--- config.mk ---
export PLATFORM = sky130hd
export DESIGN_NAME = modinv_helper_compare_multi
export DESIGN_NICKNAME = d
export VERILOG_FILES = /design/src/rtl/modinv_helper_compare_multi.sv
export SDC_FILE = /design/constraint.sdc
export NUM_CORES = 1
export LEC_CHECK = 0
export CORE_MARGIN = 1.5
export CORE_UTILIZATION = 43
export CTS_CLUSTER_SIZE = 12
export DETAILED_ROUTE_END_ITERATION = 7
export HOLD_SLACK_MARGIN = 0.15
export PLACE_DENSITY_LB_ADDON = 0.3
export SYNTH_ARGS = -nofsm -noshare
export SYNTH_HDL_FRONTEND = slang
export SYNTH_SLANG_ARGS = --single-unit
--- constraint.sdc ---
create_clock -name clk -period 2.48 [get_ports clk]
set_input_delay 0.496 -clock clk [delete_from_list [all_inputs] [get_ports clk]]
set_output_delay 0.496 -clock clk [all_outputs]
set_load 0.01 [all_outputs]
--- src/rtl/modinv_helper_compare_multi.sv ---
// Multi-word u/v comparator and flag unit for the binary modular-inversion datapath.
// Scans both operand buffers MSW-first, one word per cycle, and produces all flags in one pass.
module modinv_helper_compare_multi #(
  parameter int WORD_W     = 32,
  parameter int NUM_WORDS  = 9,
  parameter int ADDR_BITS  = 4,
  parameter int RD_LATENCY = 1
) (
  input  logic                 clk,
  input  logic                 rst_n,
  input  logic                 ena,
  output logic                 rdy,
  output logic [ADDR_BITS-1:0] u_addr,
  output logic [ADDR_BITS-1:0] v_addr,
  input  logic [WORD_W-1:0]    u_din,
  input  logic [WORD_W-1:0]    v_din,
  output logic                 flags_vld,
  output logic                 u_lt_v,
  output logic                 u_eq_v,
  output logic                 u_gt_v,
  output logic                 u_eq_1,
  output logic                 v_eq_1,
  output logic                 u_is_zero,
  output logic                 v_is_zero,
  output logic                 u_is_even,
  output logic                 v_is_even
);

  localparam logic [ADDR_BITS-1:0] LAST_ADDR = ADDR_BITS'(NUM_WORDS - 1);

  typedef enum logic [1:0] {IDLE, SCAN, DRAIN} state_t;

  state_t                                 state_reg;
  logic [ADDR_BITS-1:0]                   addr_reg;
  logic [RD_LATENCY-1:0]                  vld_sr_reg;
  logic [RD_LATENCY-1:0][ADDR_BITS-1:0]   idx_sr_reg;
  logic                                   lt_reg, gt_reg;
  logic                                   u_up_nz_reg, v_up_nz_reg;

  logic                 cap;
  logic [ADDR_BITS-1:0] cap_idx;
  logic                 lt_next, gt_next;

  assign u_addr  = addr_reg;
  assign v_addr  = addr_reg;
  assign cap     = vld_sr_reg[RD_LATENCY-1];
  assign cap_idx = idx_sr_reg[RD_LATENCY-1];

  // The first unequal word (from the top) decides the ordering; later words cannot override it.
  assign lt_next = lt_reg | (~gt_reg & (u_din < v_din));
  assign gt_next = gt_reg | (~lt_reg & (u_din > v_din));

  // Tracks which issued address the buffer data belongs to, independent of the data itself.
  always_ff @(posedge clk) begin
    if (!rst_n) begin
      vld_sr_reg <= '0;
      idx_sr_reg <= '0;
    end else begin
      vld_sr_reg[0] <= (state_reg == SCAN);
      idx_sr_reg[0] <= addr_reg;
      for (int k = 1; k < RD_LATENCY; k++) begin
        vld_sr_reg[k] <= vld_sr_reg[k-1];
        idx_sr_reg[k] <= idx_sr_reg[k-1];
      end
    end
  end

  always_ff @(posedge clk) begin
    if (!rst_n) begin
      state_reg   <= IDLE;
      addr_reg    <= LAST_ADDR;
      rdy         <= 1'b1;
      flags_vld   <= 1'b0;
      lt_reg      <= 1'b0;
      gt_reg      <= 1'b0;
      u_up_nz_reg <= 1'b0;
      v_up_nz_reg <= 1'b0;
      u_lt_v      <= 1'b0;
      u_eq_v      <= 1'b0;
      u_gt_v      <= 1'b0;
      u_eq_1      <= 1'b0;
      v_eq_1      <= 1'b0;
      u_is_zero   <= 1'b0;
      v_is_zero   <= 1'b0;
      u_is_even   <= 1'b0;
      v_is_even   <= 1'b0;
    end else begin
      case (state_reg)
        IDLE: begin
          if (ena) begin
            state_reg   <= SCAN;
            rdy         <= 1'b0;
            flags_vld   <= 1'b0;
            lt_reg      <= 1'b0;
            gt_reg      <= 1'b0;
            u_up_nz_reg <= 1'b0;
            v_up_nz_reg <= 1'b0;
          end
        end
        SCAN: begin
          if (addr_reg == '0) state_reg <= DRAIN;
          else                addr_reg  <= addr_reg - 1'b1;
        end
        default: ;
      endcase

      if (cap) begin
        lt_reg      <= lt_next;
        gt_reg      <= gt_next;
        u_up_nz_reg <= u_up_nz_reg | (|u_din);
        v_up_nz_reg <= v_up_nz_reg | (|v_din);
        // Word 0 arrives last, so its capture completes the scan.
        if (cap_idx == '0) begin
          state_reg <= IDLE;
          addr_reg  <= LAST_ADDR;
          rdy       <= 1'b1;
          flags_vld <= 1'b1;
          u_lt_v    <= lt_next;
          u_gt_v    <= gt_next;
          u_eq_v    <= ~lt_next & ~gt_next;
          u_eq_1    <= ~u_up_nz_reg & (u_din == WORD_W'(1));
          v_eq_1    <= ~v_up_nz_reg & (v_din == WORD_W'(1));
          u_is_zero <= ~(u_up_nz_reg | (|u_din));
          v_is_zero <= ~(v_up_nz_reg | (|v_din));
          u_is_even <= ~u_din[0];
          v_is_even <= ~v_din[0];
        end
      end
    end
  end

endmodule

* Yosys cells after proc, flatten, opt, wreduce, memory -nomap -nowiden
Index checks and enable logic that the tools add are counted.
Cells by class: reductions and logical operators 9, bitwise logic cells 19, add/sub/neg operators 1, mux-type cells 23, eq/ne operators 3, order comparisons 2
Operator list (number):
- == test 32 x 1 -> 1 bit (second input constant) | 2
- OR reduction 32 bit | 2
- > comparator 32 bit | 1
- less-than comparator 32 bit | 1
- 2-to-1 mux 4 bit | 4
- 2-to-1 mux 1 bit | 14
- NOT 1 bit | 10
- zero test 4 bit | 2
- 2-to-1 mux 2 bit | 4
- AND 1 bit | 5
- OR 1 bit | 4
- case mux 2 bit (2 select lines) | 1
- AND reduction 2 bit | 2
- nonzero test 2 bit | 2
- subtractor 4 x 1 -> 4 bit (second input constant) | 1
- == test 2 x 1 -> 1 bit (second input constant) | 1
- zero test 2 bit | 1
Word-level totals: register bits 26

* Depth between registers and ports, before layout
depth in word-level cells 5, depth in mapped cells 8

* Least setup slack after synthesis
No wires, ideal clock.
kind in2reg, start input v_din[30], end register u_gt_v, slack 0.392 ns, arrival 1.957 ns, buffers on the path 0, cell stages on the path 7, cells stage by stage inv_1 > ha_1 > a21oi_2 > nand2_1 > a2111o_1 > a2111oi_4 > o31ai_1
Between the ends: word-level cells in the longest chain between the ends 3
RTL lines:
- from (decl) | RTL line 16 | input logic [WORD_W-1:0] v_din,
- > comparator 32 bit | RTL line 51 | assign gt_next = gt_reg | (~lt_reg & (u_din > v_din));
- AND 1 bit | RTL line 51
- OR 1 bit | RTL line 51
- to (signal assigned) | RTL line 119 | u_gt_v <= gt_next;
- to (decl) | RTL line 20 | output logic u_gt_v,
No other way between the ends. A chain may end at the register's enable or synchronous reset.

* Worst setup path after layout
start input v_din[27], end register u_lt_v
Between the ends: word-level cells in the longest chain between the ends 3
RTL lines:
- less-than comparator 32 bit | RTL line 50 | assign lt_next = lt_reg | (~gt_reg & (u_din < v_din));
- AND 1 bit | RTL line 50
- OR 1 bit | RTL line 50
- to (signal assigned) | RTL line 118 | u_lt_v <= lt_next;
- to (decl) | RTL line 18 | output logic u_lt_v,
No other way between the ends.

==> results.md <==
* # Max-Cap Violations at 0
* Dpl ws at -0.235 ns
* CTS Buf Count at 3
* Ant. Diodes at 0
* Post-Synthesis Cells at 244
* Worst Path Class, Setup: in2reg
* PnR worst setup slack at 0.0538 ns
* Max_slew headroom at 70.1%
* Area contributors post-synth: dfxtp_1, ha_1, inv_1, nor4_1, a21oi_1
* Netlist cell types at 44
* CP Data Required Time at 2.64 ns
* Die height at 71.0 um
* DRT antenna net count at 0
* Fin crit period at 2.43 ns
* Core ar. at 4410 um2
* GRT overflow at 0
* Hold EP: rdy$_SDFF_PN1_
* Layout cells sized above 1 at 13.8%
* Slew @ Worst Pin at 0.447 ns
* Setup crit end kind: register
* Avg WL per Cell at 14.7 um
* Reg clk slew, reported paths at 0.09 ns
* Io pins at 86
* Die width at 71.0 um
* Final Util at 74.0%
* Die Area at 5050 um2
* Area delta synth->final at 64.0%
* Top post-synthesis cells by count: inv_1, ha_1, dfxtp_1
* Yosys top cell area share at 26.1%
* #FFs+latches synth at 26
* Clock Path Buffers at 2
* Initial Util at 45.1%
* FMAX at 412 MHz
* Worst VDD drop at 0.452 mV
* Initial DRC count at 53
* Post-DP HPWL at 4500 um
* H-tree levels at 1
* Gr usage total at 22.2%
* Number of global-route vias before repair at 2032
* Pwr/cell area at 403 nW/um2
* Row count at 24
* Syn Nets at 344
* Final period util at 97.8%
* Number of synthesized flops with an enable pin at 0
* Reg-to-reg setup timing slack at 0.88 ns
* Clk sinks at 26
* Fill cell count at 335
* DRT Pass-1 Iters at 4
* Largest net degree at the start of global routing at 17
* Seq/Total Area, Yosys at 26.1%
* Setup Viol. Count Final at 0
* Total length of routed wires at 5870 um
* Share of async-settable or async-resettable flops after synthesis at 0%
* Final Skew at 0.00529 ns
* Crit-path max FO at 5
* Yosys warns at 0
* Placed cell areas at 3020 um2
* Via Count at 2149
* DRC violations left at 0
* Synth Flop Type: dfxtp_1
* Clock root buffer: clkbuf_8
* Gpl congestion at 0.879
* Run status: finished clean
* Crit start category: input port
* Setup TNS at 0 ns
* Cell with the most instances after synthesis: inv_1
* CTS tree: built
* Hold Path Stages at 1
* Worst min path class: reg2reg
* Final net count at 448
* CP arrival at 2.59 ns
* R2R Path End: u_eq_v$_SDFFE_PN0P_
* Hold_sp: rdy$_SDFF_PN1_
* Initial antenna violation count at 0
* RR Startpoint: cap$_SDFF_PN0_
* Mapped Area at 1990 um2
* First-pass GRT wire length at 9110 um
* Via density at 5.39
* Fin area at 3260 um2
* Final hold violations at 0
* Pins Over Slew Limit at 0
* Leakage at 1.45 nW
* Worst R2R Path Depth at 4
* Yosys top cell by area: dfxtp_1
* Post-Syn Area per Cell at 8.16 um2
* Buffers added on ports at 85
* Skew-Pair Late Insertion Delay at 0.27 ns
## metrics by stage
stage	power, mW	std cells	hold WS, ns
3_3_place_gp	0.927	393	0.440
6_report	1.32	399	0.465
3_5_place_dp	0.938	393	0.448
2_1_floorplan	0.704	244	0.481
5_1_grt	1.39	399	0.497
4_1_cts	1.29	398	0.471
## metal layers
layer	vias up	track usage, %	routed length [um]
met1	970	30.4	2720
met5	-	0	0
met3	13	3.56	358
met2	74	36.1	2700
li1	1092	-	-
met4	0	6.71	91
## worst max-delay path by stage
stage	cells past startpoint	start	to
floorplan	7	v_din[30]	u_gt_v$_SDFFE_PN0P_
global placement	8	v_din[30]	u_gt_v$_SDFFE_PN0P_
detailed placement	8	v_din[30]	u_gt_v$_SDFFE_PN0P_
CTS	9	v_din[27]	u_lt_v$_SDFFE_PN0P_
global route	9	v_din[27]	u_lt_v$_SDFFE_PN0P_
finish	9	v_din[27]	u_lt_v$_SDFFE_PN0P_
## layout by cell type (no fill, tap or decap), types with 3 or more instances in the layout
| cell | count |
|---|---|
| clkdlybuf4s50_1 | 81 |
| inv_1 | 33 |
| dfxtp_1 | 26 |
| ha_1 | 25 |
| buf_4 | 23 |
| nand2_1 | 17 |
| a21oi_1 | 16 |
| nor4_1 | 16 |
| nor2_1 | 13 |
| nand4_1 | 11 |
| nand3_1 | 8 |
| ha_4 | 8 |
| and2_1 | 7 |
| nor2b_1 | 6 |
| a21o_1 | 5 |
| o21ai_0 | 4 |
| o211a_1 | 3 |
| clkbuf_8 | 3 |
| dlymetal6s2s_1 | 3 |
## cell families (layout without fill, tap and decap cells)
kind of cell	count (synthesis)	count (layout)	synth area share (%)
flip-flops	26	26	26.1
adder cells (fa/ha/maj)	33	33	20.7
AND/OR/NAND/NOR	91	91	25.6
XOR/XNOR	1	1	0.440
buffers and inverters	44	147	9.05
AO/OA/AOI/OAI	49	49	18.0
## worst max-delay path, stage by stage
cell and delay [ns]:
clkdlybuf4s50_1 0.50, inv_1 0.08, ha_4 0.27, nand4_1 0.17, or3_4 0.44, o32ai_4 0.15, a2111oi_4 0.07, buf_4 0.16
o31a_1 0.24
## what timing repair did
action                     4_1_cts  5_1_grt
setup buffers                    1        1
gates resized for setup          4       19
hold buffers                     0        0
cloned                           0        0
pin swaps                        3        8
setup endpoints to repair        1        5
## power breakdown
| group | internal (mW) | switching (mW) |
|---|---|---|
| clock network | 0.216 | 0.131 |
| registers | 0.450 | 0.0320 |
| logic | 0.280 | 0.207 |
## cell type report
type / count / area, um2 / share of cell area, %
Tap cell: 52 / 65.1 / 1.99
Multi-Input combinational cell: 174 / 1450 / 44.3
Clock buffer: 3 / 41.3 / 1.26
Timing Repair Buffer: 108 / 1030 / 31.5
Inverter: 35 / 131 / 4.02
Sequential cell: 26 / 520 / 15.9
Clock inverter: 1 / 30.0 / 0.920
(Power assumes the default switching activity.)
